$ cat src/rtl/visca_pkg.sv
// Shared definitions for the VISCA command sequencer: command ids, packet byte
// constants, status codes, FSM state encodings and header helpers.
package visca_pkg;

    // Command ids accepted on cmd_id.
    localparam logic [2:0] CMD_ZOOM_STOP     = 3'd0;
    localparam logic [2:0] CMD_ZOOM_TELE     = 3'd1;
    localparam logic [2:0] CMD_ZOOM_WIDE     = 3'd2;
    localparam logic [2:0] CMD_ZOOM_TELE_VAR = 3'd3;
    localparam logic [2:0] CMD_ZOOM_WIDE_VAR = 3'd4;
    localparam logic [2:0] CMD_FOCUS_STOP    = 3'd5;
    localparam logic [2:0] CMD_FOCUS_FAR     = 3'd6;
    localparam logic [2:0] CMD_FOCUS_NEAR    = 3'd7;

    // Fixed packet bytes.
    localparam logic [7:0] BYTE_CMD    = 8'h01;
    localparam logic [7:0] BYTE_CAT_IF = 8'h04;
    localparam logic [7:0] BYTE_ZOOM   = 8'h07;
    localparam logic [7:0] BYTE_FOCUS  = 8'h08;
    localparam logic [7:0] BYTE_TERM   = 8'hFF;

    // Argument byte values for the fixed-speed commands.
    localparam logic [7:0] ARG_STOP      = 8'h00;
    localparam logic [7:0] ARG_TELE_FAR  = 8'h02;
    localparam logic [7:0] ARG_WIDE_NEAR = 8'h03;

    // Index of the terminator byte; every packet is six bytes long.
    localparam logic [2:0] LAST_IDX = 3'd5;

    // Completion status codes.
    localparam logic [1:0] STATUS_OK      = 2'd0;
    localparam logic [1:0] STATUS_ERR     = 2'd1;
    localparam logic [1:0] STATUS_TIMEOUT = 2'd2;

    typedef enum logic [1:0] {
        ST_IDLE,
        ST_SEND,
        ST_WAIT_REPLY,
        ST_FIN
    } state_e;

    // Position inside an incoming reply frame.
    typedef enum logic [1:0] {
        RX_HDR,
        RX_TYPE,
        RX_TAIL,
        RX_SKIP
    } rx_pos_e;

    // Command header: 8'h8x with x = camera address.
    function automatic logic [7:0] cmd_header(input int unsigned addr);
        return 8'h80 | 8'(addr & 32'd7);
    endfunction

    // Reply header: 8'h80 | ((addr + 8) << 4), truncated to a byte.
    function automatic logic [7:0] reply_header(input int unsigned addr);
        return 8'h80 | 8'((addr + 32'd8) << 4);
    endfunction

endpackage

$ cat src/rtl/visca_pkt_rom.sv
// Combinational packet table: (command, speed, byte index) -> packet byte.
module visca_pkt_rom
    import visca_pkg::*;
#(
    parameter int unsigned CAM_ADDR = 1
) (
    input  logic [2:0] cmd_id,
    input  logic [2:0] speed,
    input  logic [2:0] idx,
    output logic [7:0] pkt_byte
);

    logic [7:0] arg_byte;

    // Argument byte (byte 4): fixed code or speed-carrying code.
    always_comb begin
        // NOTE: default assigned first so no path leaves it unassigned (no latch).
        arg_byte = ARG_STOP;
        case (cmd_id)
            CMD_ZOOM_TELE, CMD_FOCUS_FAR:   arg_byte = ARG_TELE_FAR;
            CMD_ZOOM_WIDE, CMD_FOCUS_NEAR:  arg_byte = ARG_WIDE_NEAR;
            CMD_ZOOM_TELE_VAR:              arg_byte = {4'h2, 1'b0, speed};
            CMD_ZOOM_WIDE_VAR:              arg_byte = {4'h3, 1'b0, speed};
            default:                        arg_byte = ARG_STOP;
        endcase
    end

    // Byte select by index; indices 6 and 7 never occur.
    always_comb begin
        pkt_byte = 8'h00;
        case (idx)
            3'd0:    pkt_byte = cmd_header(CAM_ADDR);
            3'd1:    pkt_byte = BYTE_CMD;
            3'd2:    pkt_byte = BYTE_CAT_IF;
            3'd3:    pkt_byte = (cmd_id >= CMD_FOCUS_STOP) ? BYTE_FOCUS : BYTE_ZOOM;
            3'd4:    pkt_byte = arg_byte;
            3'd5:    pkt_byte = BYTE_TERM;
            default: pkt_byte = 8'h00;
        endcase
    end

endmodule

$ cat src/rtl/visca_cmd_seq.sv
// VISCA command sequencer: accepts a command, streams its 6-byte packet to the
// UART TX over valid/ready, then pulses done with a status code.
// Build option VISCA_REPLY_WAIT_EN: wait for the camera reply (ACK/completion/
// error) with a timeout before finishing; otherwise finish right after byte 5.
module visca_cmd_seq
    import visca_pkg::*;
#(
    parameter int unsigned CAM_ADDR    = 1,
    parameter int unsigned TIMEOUT_CYC = 27_000_000,
    parameter int unsigned TO_W        = 25
) (
    input  logic       clk,
    input  logic       rst,
    input  logic       cmd_valid,
    output logic       cmd_ready,
    input  logic [2:0] cmd_id,
    input  logic [3:0] cmd_speed,
    output logic [7:0] tx_data,
    output logic       tx_valid,
    input  logic       tx_ready,
    input  logic [7:0] rx_data,
    input  logic       rx_valid,
    output logic       busy,
    output logic       done,
    output logic [1:0] status
);

    state_e     state_q, state_d;
    logic [2:0] idx_q, idx_d;
    logic [2:0] cmd_q, cmd_d;
    logic [2:0] spd_q, spd_d;
    logic [1:0] status_q, status_d;
    logic [7:0] rom_byte;

`ifdef VISCA_REPLY_WAIT_EN
    localparam logic [7:0]      REPLY_HDR = reply_header(CAM_ADDR);
    localparam logic [TO_W-1:0] TO_LAST   = TO_W'(TIMEOUT_CYC - 1);

    logic [TO_W-1:0] to_cnt_q, to_cnt_d;
    rx_pos_e         rx_pos_q, rx_pos_d;
    logic            rx_err_q, rx_err_d;
`else
    // Reply path and timeout settings have no function in this build.
    logic                     unused_rx;
    localparam int unsigned   UNUSED_TO = TIMEOUT_CYC + TO_W;
    assign unused_rx = ^{rx_data, rx_valid};
`endif

    visca_pkt_rom #(.CAM_ADDR(CAM_ADDR)) u_rom (
        .cmd_id   (cmd_q),
        .speed    (spd_q),
        .idx      (idx_q),
        .pkt_byte (rom_byte)
    );

    assign cmd_ready = (state_q == ST_IDLE);
    assign busy      = !cmd_ready;
    assign tx_valid  = (state_q == ST_SEND);
    assign tx_data   = tx_valid ? rom_byte : 8'h00;
    assign done      = (state_q == ST_FIN);
    assign status    = status_q;

    // Next-state logic: accept, stream packet, optionally await reply, finish.
    always_comb begin
        state_d  = state_q;
        idx_d    = idx_q;
        cmd_d    = cmd_q;
        spd_d    = spd_q;
        status_d = status_q;
`ifdef VISCA_REPLY_WAIT_EN
        to_cnt_d = to_cnt_q;
        rx_pos_d = rx_pos_q;
        rx_err_d = rx_err_q;
`endif
        case (state_q)
            ST_IDLE: begin
                if (cmd_valid) begin
                    cmd_d    = cmd_id;
                    spd_d    = (cmd_speed > 4'd7) ? 3'd7 : cmd_speed[2:0];
                    status_d = STATUS_OK;
                    idx_d    = 3'd0;
                    state_d  = ST_SEND;
                end
            end
            ST_SEND: begin
                if (tx_ready) begin
                    if (idx_q == LAST_IDX) begin
                        idx_d = 3'd0;
`ifdef VISCA_REPLY_WAIT_EN
                        state_d  = ST_WAIT_REPLY;
                        to_cnt_d = '0;
                        rx_pos_d = RX_HDR;
                        rx_err_d = 1'b0;
`else
                        state_d = ST_FIN;
`endif
                    end else begin
                        idx_d = idx_q + 3'd1;
                    end
                end
            end
`ifdef VISCA_REPLY_WAIT_EN
            ST_WAIT_REPLY: begin
                // Timeout first so a reply byte in the same cycle overrides it.
                if (to_cnt_q == TO_LAST) begin
                    state_d  = ST_FIN;
                    status_d = STATUS_TIMEOUT;
                end else begin
                    to_cnt_d = to_cnt_q + 1'b1;
                end
                if (rx_valid) begin
                    case (rx_pos_q)
                        RX_HDR: begin
                            if (rx_data == REPLY_HDR)
                                rx_pos_d = RX_TYPE;
                            else if (rx_data != BYTE_TERM)
                                rx_pos_d = RX_SKIP;
                        end
                        RX_TYPE: begin
                            rx_pos_d = RX_TAIL;
                            rx_err_d = 1'b0;
                            case (rx_data[7:4])
                                4'h4: begin
                                    to_cnt_d = '0;
                                    state_d  = ST_WAIT_REPLY;
                                    status_d = status_q;
                                end
                                4'h5: begin
                                    state_d  = ST_FIN;
                                    status_d = STATUS_OK;
                                end
                                4'h6:    rx_err_d = 1'b1;
                                default: rx_pos_d = (rx_data == BYTE_TERM) ? RX_HDR : RX_SKIP;
                            endcase
                        end
                        RX_TAIL: begin
                            if (rx_data == BYTE_TERM) begin
                                rx_pos_d = RX_HDR;
                                if (rx_err_q) begin
                                    state_d  = ST_FIN;
                                    status_d = STATUS_ERR;
                                end
                            end
                        end
                        default: begin
                            if (rx_data == BYTE_TERM)
                                rx_pos_d = RX_HDR;
                        end
                    endcase
                end
            end
`endif
            ST_FIN:  state_d = ST_IDLE;
            default: state_d = ST_IDLE;
        endcase
    end

    // State registers with synchronous reset.
    always_ff @(posedge clk) begin
        if (rst) begin
            state_q  <= ST_IDLE;
            idx_q    <= 3'd0;
            cmd_q    <= 3'd0;
            spd_q    <= 3'd0;
            status_q <= STATUS_OK;
`ifdef VISCA_REPLY_WAIT_EN
            to_cnt_q <= '0;
            rx_pos_q <= RX_HDR;
            rx_err_q <= 1'b0;
`endif
        end else begin
            // NOTE: non-blocking so every flop samples pre-edge values.
            state_q  <= state_d;
            idx_q    <= idx_d;
            cmd_q    <= cmd_d;
            spd_q    <= spd_d;
            status_q <= status_d;
`ifdef VISCA_REPLY_WAIT_EN
            to_cnt_q <= to_cnt_d;
            rx_pos_q <= rx_pos_d;
            rx_err_q <= rx_err_d;
`endif
        end
    end

endmodule

$ cat config.mk
export PLATFORM = sky130hd
export DESIGN_NAME = visca_cmd_seq
export DESIGN_NICKNAME = d
export VERILOG_FILES = /design/src/rtl/visca_pkg.sv /design/src/rtl/visca_pkt_rom.sv /design/src/rtl/visca_cmd_seq.sv
export SDC_FILE = /design/constraint.sdc
export NUM_CORES = 1
export LEC_CHECK = 0
export CAP_MARGIN = 30
export CORE_MARGIN = 2
export CORE_UTILIZATION = 28
export CTS_BUF_LIST = sky130_fd_sc_hd__clkbuf_4 sky130_fd_sc_hd__clkbuf_8
export CTS_CLUSTER_SIZE = 30
export DETAILED_ROUTE_END_ITERATION = 6
export HOLD_SLACK_MARGIN = 0.06
export PLACE_DENSITY = 0.59
export RECOVER_POWER = 25
export SYNTH_ARGS = -nofsm -noshare
export SYNTH_HDL_FRONTEND = slang
export SYNTH_HIERARCHICAL = 1
export SYNTH_SLANG_ARGS = --single-unit
$ cat constraint.sdc
create_clock -name clk -period 1.4 [get_ports clk]
set_clock_uncertainty 0.1 [all_clocks]
set_input_delay 0.28 -clock clk [delete_from_list [all_inputs] [get_ports clk]]
set_output_delay 0.28 -clock clk [all_outputs]
set_load 0.02 [all_outputs]
# After elaboration in Yosys (flattened, before gate mapping)
# Cells that the tools add are included.
# totals
input_bits	20
register_bits	11
elab_cells	45
# classes
add_sub_neg	1
n_eq_ne	16
reduce_logical	9
n_lt_le_gt_ge	2
n_mux	13
# op_table
op	count
8-bit case mux with 6 select lines	1
6-bit case mux with 4 select lines	1
3-bit equality test (second input constant)	5
3-bit by 2-bit equality test with 1-bit output (second input constant)	4
3-bit two-way mux	4
8-bit two-way mux	1
3-bit by 1-bit equality test with 1-bit output (second input constant)	2
2-bit two-way mux	3
3-bit case mux with 2 select lines	1
3-bit AND reduction	2
4-bit by 3-bit > comparator with 1-bit output (second input constant)	1
4-bit two-way mux	1
2-bit by 1-bit != test with 1-bit output (second input constant)	2
2-bit case mux with 2 select lines	1
2-bit OR reduction	2
3-bit by 1-bit adder with 3-bit output (second input constant)	1
3-bit greater-or-equal comparator (second input constant)	1
3-bit logical NOT	1
2-bit by 1-bit equality test with 1-bit output (second input constant)	1
2-bit equality test (second input constant)	1
2-bit logical NOT	1
2-bit != test (second input constant)	1
2-bit AND reduction	1
2-bit nonzero test	1
1-bit logical NOT	1

# Logic depth before layout (Yosys ltp)
# Gate-level depths: netlist (run 1).
# logic_depth
ltp_word	5
ltp_mapped	5
ltp_nobuf	4

# Cells and area by module
# The synthesis (run 1) kept the hierarchy.
# modules_own_cells
mod	cells_each	seq_area_each_um2	n_inst	area_each_um2
visca_cmd_seq	60	220.2	1	510.5
visca_pkt_rom	33	0.0	1	203.9

# Least setup slack after synthesis (run 1)
# No wires, ideal clock.
# synth_path
path_kind	reg-to-output
start	register cmd_q[2]
end	output tx_data[0]
path_slack_ps	-102
t_arrival_ps	1122
required_time_ps	1020
path_stages_with_launch	6
cell_sequence	dfxtp_1 buf_6 or3b_1 nand3_1 a22oi_1 and2_1
# synth_via
elab_chain_len	5
elab_cells_between_ends	13
# synth_lines
element	line	rtl
start, declared	visca_cmd_seq.sv:30	logic [2:0] cmd_q, cmd_d;
start signal, assigned	visca_cmd_seq.sv:175	cmd_q <= cmd_d;
3-bit by 2-bit equality test with 1-bit output (tied with other cells)	visca_pkt_rom.sv:19	case (cmd_id)
2-bit OR reduction	visca_pkt_rom.sv:19	
6-bit case mux with 4 select lines	visca_pkt_rom.sv:19	
8-bit case mux with 6 select lines *	visca_pkt_rom.sv:31	case (idx)
net rom_byte[0]	visca_cmd_seq.sv:33	logic [7:0] rom_byte;
8-bit two-way mux *	visca_cmd_seq.sv:59	assign tx_data = tx_valid ? rom_byte : 8'h00;
end, declared	visca_cmd_seq.sv:18	output logic [7:0] tx_data,
# The timed path passes the listed nets; every way through them passes the cells marked *.

# Final worst setup path (run 1)
# layout_path
start	register cmd_q[0]
end	output tx_data[1]
# Same word-level chain as after synthesis.

==> impl_results.rst, run 1 <==
.. list-table::
   :header-rows: 1

   * - Metric
     - Value
   * - Share of the synthesized area in the top cell type
     - 0.308
   * - Die Footprint
     - 2970 µm²
   * - Total Nets Final
     - 157
   * - Crit-path slowest cell
     - dfxtp_4
   * - Width of the chip
     - roughly 55 µm
   * - Worst IR drop on VDD
     - 0.000416 V
   * - Peak Freq
     - 537 MHz
   * - Setup crit end kind
     - output port
   * - Peak fanout along the critical path
     - 6
   * - Routability congestion estimate
     - between 0.8 and 0.9
   * - Share of the core filled with cells
     - 0.518
   * - Port Buf Inserts
     - 22
   * - WP data required
     - 1.02 ns
   * - Delay contributed by the slowest stage of the critical path
     - 0.36 ns
   * - Ports placed on the boundary
     - 34
   * - Cell leakage power
     - a little over 0.5 nW
   * - Clock slew seen by the registers of the worst setup and hold paths
     - 0.07 ns
   * - Leading cell types by total area after synthesis
     - dfxtp_1 (31%), and2_1 (7.9%), nor2_1 (6.8%), nand2b_1 (5.3%), a21oi_1 (4.2%)
   * - CTS tree
     - yes
   * - Per-cell routed wire length
     - 11.7 µm
   * - Arrival @ worst endpoint
     - 1.48 ns
   * - Post-DR vias/cell
     - 4.95
   * - Number of antenna-violating nets in the routed design
     - 0
   * - Placement-stage worst setup slack
     - -0.597 ns
   * - R2R cell count
     - 5
   * - Signed area change from the synthesized netlist to the final layout
     - 77.9%
   * - Fraction of layout cells with a size suffix above 1
     - 0.478
   * - Final wirelength
     - ~1.9 mm
   * - Number of violations reported at the end of detailed-routing iteration 0
     - 12
   * - Area occupied by multi-input gates
     - 547 µm²
   * - Clock buffer count from CTS
     - 3
   * - Worst reg2reg setup slack
     - 0.02 ns
   * - Core Rows
     - 18
   * - Instance area after placement
     - 1070 µm²
   * - Vertical extent of the die
     - 54.5 µm
   * - Skew-Pair Late Insertion Delay
     - 0.26 ns
   * - Number of cells on the worst hold path
     - 2
   * - Reg-to-reg critical path endpoint
     - idx_q[1]
   * - Max capacitance violation total
     - 0
   * - Register cell area after layout
     - 246 µm²
   * - Wire length of the first global-routing pass
     - just under 3 mm
   * - Start-to-end type of the worst setup path
     - flop to output port
   * - All-Layer GR Usage
     - 0.140
   * - Internal power consumption
     - around 0.57 mW
   * - Post-synthesis register bit count
     - 11
   * - Class of the worst hold path
     - flop to flop
   * - Gate power share
     - 0.266
   * - Via count
     - just over 800
   * - Core Footprint
     - roughly 2500 µm²
   * - Initial antenna violation count
     - 0
   * - H-tree Lvls
     - 1
   * - Total power density per cell area
     - 616 nW/µm²
   * - Min cycle time layout
     - approximately 1.9 ns
   * - Remaining global-route overflow
     - 0
   * - Cell breakdown of the critical path
     - buf_6, nand3b_1, o31ai_2, o32ai_2, and2_4, buf_6
   * - Number of synthesis warnings
     - 6
   * - Switching part of the total power
     - 0.272
   * - Cell occurring most often along the worst timing path
     - buf_6
   * - Sequential element share of the synthesized area
     - 0.308
   * - Top library cells by usage in the layout, fill and taps aside
     - buf_6 (15), buf_4 (15), nor2_1 (13)
   * - Post-synthesis instance total
     - 93
   * - Setup repair after global routing missed its margin
     - yes
   * - End of the worst hold path
     - spd_q[2]
   * - Final-layout fill cell count
     - about 240
   * - Cell area after synthesis
     - 714 µm²
   * - Hold path start
     - spd_q[2]
   * - Post-synth top area cell
     - dfxtp_1
   * - Maximum number of pins on one net before global-route repair
     - 10
   * - Mean instance size in the synthesized netlist
     - 7.68 µm²
   * - Most used DFF post-synth
     - dfxtp_1
   * - Clock root cell
     - clkbuf_4
   * - Maximum buffer depth of the clock tree
     - 2
   * - Register share of total power
     - 0.438
   * - Number of synthesized flops with an enable pin
     - 0
   * - Synth unique cells
     - 34
   * - Worst reg2reg path startpoint
     - idx_q[0]
   * - Run status
     - finished with violations
   * - Clk network pwr share
     - 0.296
   * - Antenna diodes
     - 0
   * - Number of sinks on the clock net
     - 11
   * - Violations in the final reports
     - negative setup slack
   * - Post-detail-place hpwl
     - ~1.3 mm
   * - Async set-reset flop share out of synthesis
     - 0
   * - First drt pass iteration count
     - 4
   * - Fin. max-slew vios
     - 0
   * - Initial cell density of the core
     - 0.291
   * - Sw Pwr
     - 0.213 mW
   * - Final Cycle Share
     - 1.33
   * - Setup Viol. Count Final
     - 11
   * - Number of hold violations in the final report
     - 0
   * - Area of all placed cells without fillers
     - 1270 µm²
   * - Minimum setup slack in the final design
     - -0.461 ns
   * - CP startpoint kind
     - flop
   * - Total DRC errors in the routed layout
     - 0
   * - Vias in the first global route
     - 682
-- per-stage QoR --
stage               hold WS (ns)  setup TNS, ns  instances  power, mW
finish                     0.422          -2.82        166      0.783
global route               0.459          -3.78        166      0.830
CTS                        0.418          -2.67        164      0.776
detailed placement         0.410          -6.47        156      0.536
global placement           0.407          -6.14        156      0.533
floorplan                  0.327        -0.0374         94      0.448
-- cell usage after synthesis, types with 2 or more instances --
cell / n
o21ai_1: 3
nand2b_1: 6
nor2_1: 13
clkbuf_1: 2
mux2i_1: 3
and2_1: 9
buf_4: 2
nand2_1: 3
inv_1: 3
nor2b_1: 4
nor3b_1: 2
o32ai_1: 2
a21oi_1: 6
dfxtp_1: 11
nand3_1: 2
a211oi_1: 4
-- timing repair --
action,CTS,global route
endpoints found under the setup margin,12,17
hold buffers,0,0
setup buffers,5,2
pin swaps,4,7
cloned,0,1
resized for setup,87,19
-- worst max-delay path, delay by kind of cell (launching register included) --
kind	cells	cell delay, ns
buffers and inverters	2	0.23
AND/OR/NAND/NOR	2	0.28
AO/OA/AOI/OAI	2	0.36
flip-flops	1	0.36
-- cell type report --
| cell class | count | share of cell area |
|---|---|---|
| Clock buffer | 4 | 0.0236 |
| Inverter | 3 | 0.00886 |
| Multi-Input combinational cell | 75 | 0.430 |
| Sequential cell | 11 | 0.194 |
| Tap cell | 30 | 0.0295 |
| Timing Repair Buffer | 43 | 0.314 |
-- routing by layer --
layer	wire length (µm)	vias up	part of all wire	track usage
li1	-	412	-	-
met1	779	360	0.40	0.171
met2	988	41	0.51	0.227
met3	136	9	0.070	0.0301
met4	45	0	0.023	0.0792
met5	0	-	0	0
-- worst max path at each step --
stage	start	end	slack [ns]	cells past startpoint
after detailed placement	cmd_q[1]	tx_data[0]	-0.60	5
after global routing	cmd_q[0]	tx_data[1]	-0.50	6
final	cmd_q[0]	tx_data[1]	-0.46	6
after CTS	cmd_q[0]	tx_data[1]	-0.41	6
after global placement	cmd_q[1]	tx_data[0]	-0.57	5
after floorplan	cmd_q[2]	tx_data[0]	-0.04	5
-- power by group through the flow --
stage                     sequential (mW)  combinational (mW)  clock (mW)
after global placement              0.356               0.178           0
after floorplan                     0.352              0.0963           0
after global routing                0.347               0.226       0.257
after CTS                           0.344               0.191       0.242
after detailed placement            0.357               0.180           0
final                               0.343               0.208       0.232
-- flip-flops by register name (all words and copies together), names as in the netlist --
register and count:
spd_q 3, idx_q 3, cmd_q 3, state_q 2
-- cell families (layout without fill, tap and decap cells) --
logic type	after synthesis	after routing	share of synthesized area
AOI/OAI and AO/OA	22	22	0.203
muxes	3	3	0.0420
and+or+nand+nor	46	47	0.359
other	1	2	0.00525
DFF	11	11	0.308
buffers and inverters	9	50	0.0700
xor gates and xnor gates	1	1	0.0123
(Power assumes the default switching activity.)
==> run 2, diff against run 1 <==
PLACE_DENSITY = 0.71   (was 0.59)
==> run 2 against run 1 <==
Critical endpoint is now tx_data[0]. The run still ends with negative setup slack left. Power grew 3.8%. Combinational power grew 9%. Worst setup slack lost 0.0071 ns. Register-to-register slack lost 0.11 ns. Sequential power is essentially flat. Highest routed layer unchanged.
==> impl_results.rst, run 2 (synthesis gave the netlist of run 1 again) <==
.. list-table::
   :header-rows: 1

   * - Metric
     - Value
   * - Routability congestion estimate
     - 0.845
   * - Global routing met3 resource utilization
     - 0.0246
   * - Ports placed on the boundary
     - 34
   * - Final Non-Filler Cells
     - 166
   * - Run status
     - finished with violations
   * - Instance area after placement
     - 1070 µm²
   * - Width of the chip
     - 54.5 µm
   * - Power after layout
     - around 0.8 mW
   * - Peak Freq
     - 535 MHz
   * - Final-layout setup total negative slack
     - -3.25 ns
   * - Share of the core filled with cells
     - 0.524
   * - Core Footprint
     - between 2000 and 2500 µm²
   * - Violations in the final reports
     - negative setup slack
   * - Post-detail-place hpwl
     - 1.32 mm
   * - Number of antenna-violating nets in the routed design
     - 0
   * - Die Footprint
     - 2970 µm²
   * - Core Rows
     - 18
   * - CP startpoint kind
     - flop
   * - Total Nets Final
     - 157
   * - Via count
     - between 800 and 900
   * - Wire length of the first global-routing pass
     - 2.62 mm
   * - Total power density per cell area
     - 632 nW/µm²
   * - Worst IR drop on VDD
     - 0.000366 V
   * - Number of buffers and inverters on the critical path
     - 1
   * - Met1 Use GR
     - 0.141
   * - Initial antenna violation count
     - 0
   * - Setup repair after global routing missed its margin
     - yes
   * - Setup crit end kind
     - output port
   * - Clock buffer count from CTS
     - 3
   * - Final wirelength
     - 2.13 mm
   * - Post-DR vias/cell
     - 4.89
   * - Inst Count DP
     - between 150 and 200
   * - Number of hold violations in the final report
     - 0
   * - Cell leakage power
     - 0.515 nW
   * - Busiest grt layer
     - met2
   * - Start-to-end type of the worst setup path
     - flop to output port
   * - WP data required
     - 1.02 ns
   * - Peak fanout along the critical path
     - 10
   * - Number of sinks on the clock net
     - 11
   * - Clock slew seen by the registers of the worst setup and hold paths
     - 0.07 ns
   * - Skew-Pair Late Insertion Delay
     - 0.27 ns
   * - First drt pass iteration count
     - 4
   * - Class of the worst hold path
     - flop to flop
   * - Met2 layer usage reported by global route
     - 0.205
   * - Largest registers
     - cmd_q: 3 flops, idx_q: 3 flops, spd_q: 3 flops
   * - Crit-path leading delay family
     - simple AND/OR/NAND/NOR gates
   * - Per-cell routed wire length
     - 12.8 µm
   * - Total DRC errors in the routed layout
     - 0
   * - All-Layer GR Usage
     - 0.123
   * - CTS tree
     - yes
   * - Crit-path slowest cell
     - dfxtp_4
   * - Setup Viol. Count Final
     - 16
   * - Cell breakdown of the critical path
     - or3b_1, nand3_1, a22oi_2, and2_4, buf_4
   * - Arrival @ worst endpoint
     - 1.49 ns
   * - Fin. max-slew vios
     - 0
   * - Initial cell density of the core
     - 0.291
   * - Signed area change from the synthesized netlist to the final layout
     - 80.0%
   * - Clock root cell
     - clkbuf_4
   * - Max capacitance violation total
     - 0
   * - Final Cycle Share
     - 1.33
   * - Top library cells by usage in the layout, fill and taps aside
     - buf_6 (16), buf_4 (16), nor2_1 (10), clkdlybuf4s50_1 (10), dfxtp_4 (6)
   * - Fraction of layout cells with a size suffix above 1
     - 0.515
   * - Antenna diodes
     - 0
   * - Minimum setup slack in the final design
     - -0.469 ns
   * - Delay contributed by the slowest stage of the critical path
     - about 0.38 ns
   * - Area of all placed cells without fillers
     - 1290 µm²
   * - Maximum buffer depth of the clock tree
     - 2
   * - Vias in the first global route
     - 664
   * - Number of violations reported at the end of detailed-routing iteration 0
     - 18
   * - Vertical extent of the die
     - about 55 µm
   * - Maximum number of pins on one net before global-route repair
     - 11
   * - H-tree Lvls
     - 1
   * - Port Buf Inserts
     - 22
   * - CTS Hold Buffers Added
     - 0
   * - Min cycle time layout
     - about 1.9 ns
   * - Remaining global-route overflow
     - 0
run 2: changes by cell type in the layout (fill, tap and decap cells not counted), sizes merged:
cell,delta
buf,+1
clkbuf,-1
run 2: layout make-up:
type / instances / area [µm²]
fill: 230 / 1170
multi-input combinational: 75 / 558
timing repair buffer: 43 / 405
sequential: 11 / 244
tap: 30 / 37.5
clock buffer: 4 / 30.0
inverter: 3 / 11.3
run 2: worst paths after layout:
check / startpoint / to / slack, ns / cells past startpoint
setup / recovery: cmd_q[2] / tx_data[0] / -0.47 / 5
hold / removal: spd_q[1] / spd_q[1] / 0.45 / 2
setup reg to reg: state_q[0] / idx_q[1] / -0.09 / 5
hold reg to reg: spd_q[1] / spd_q[1] / 0.45 / 2
run 2: worst register-to-register path, cell delays in order, from the launching register on:
cell and delay (ns):
dfxtp_1 0.40, buf_6 0.13, buf_6 0.11, nand4b_1 0.13
or4_1 0.42, o21ai_1 0.12
run 2: stage by stage:
step                hold slack (ns)  setup WS (ns)
finish                        0.453         -0.469
global route                  0.484         -0.499
detailed placement            0.421         -0.615
CTS                           0.431         -0.445
floorplan                     0.327        -0.0374
global placement              0.417         -0.565
run 2: per-layer routing:
metal | part of all wire | vias up
met5 | 0 | -
met4 | 0.025 | 0
met1 | 0.42 | 357
li1 | - | 408
met2 | 0.49 | 40
met3 | 0.067 | 6
run 2: where the power goes:
group	switching (mW)	internal, mW
registers	0.0232	0.323
clock network	0.111	0.130
logic	0.0956	0.130
run 2: repair_timing:
action / CTS / global route
gates resized for setup: 83 / 32
buffers inserted: 1 / 3
hold endpoints to repair: 0 / 0
gates cloned: 0 / 2
setup endpoints to repair: 13 / 19
pin swaps: 1 / 7
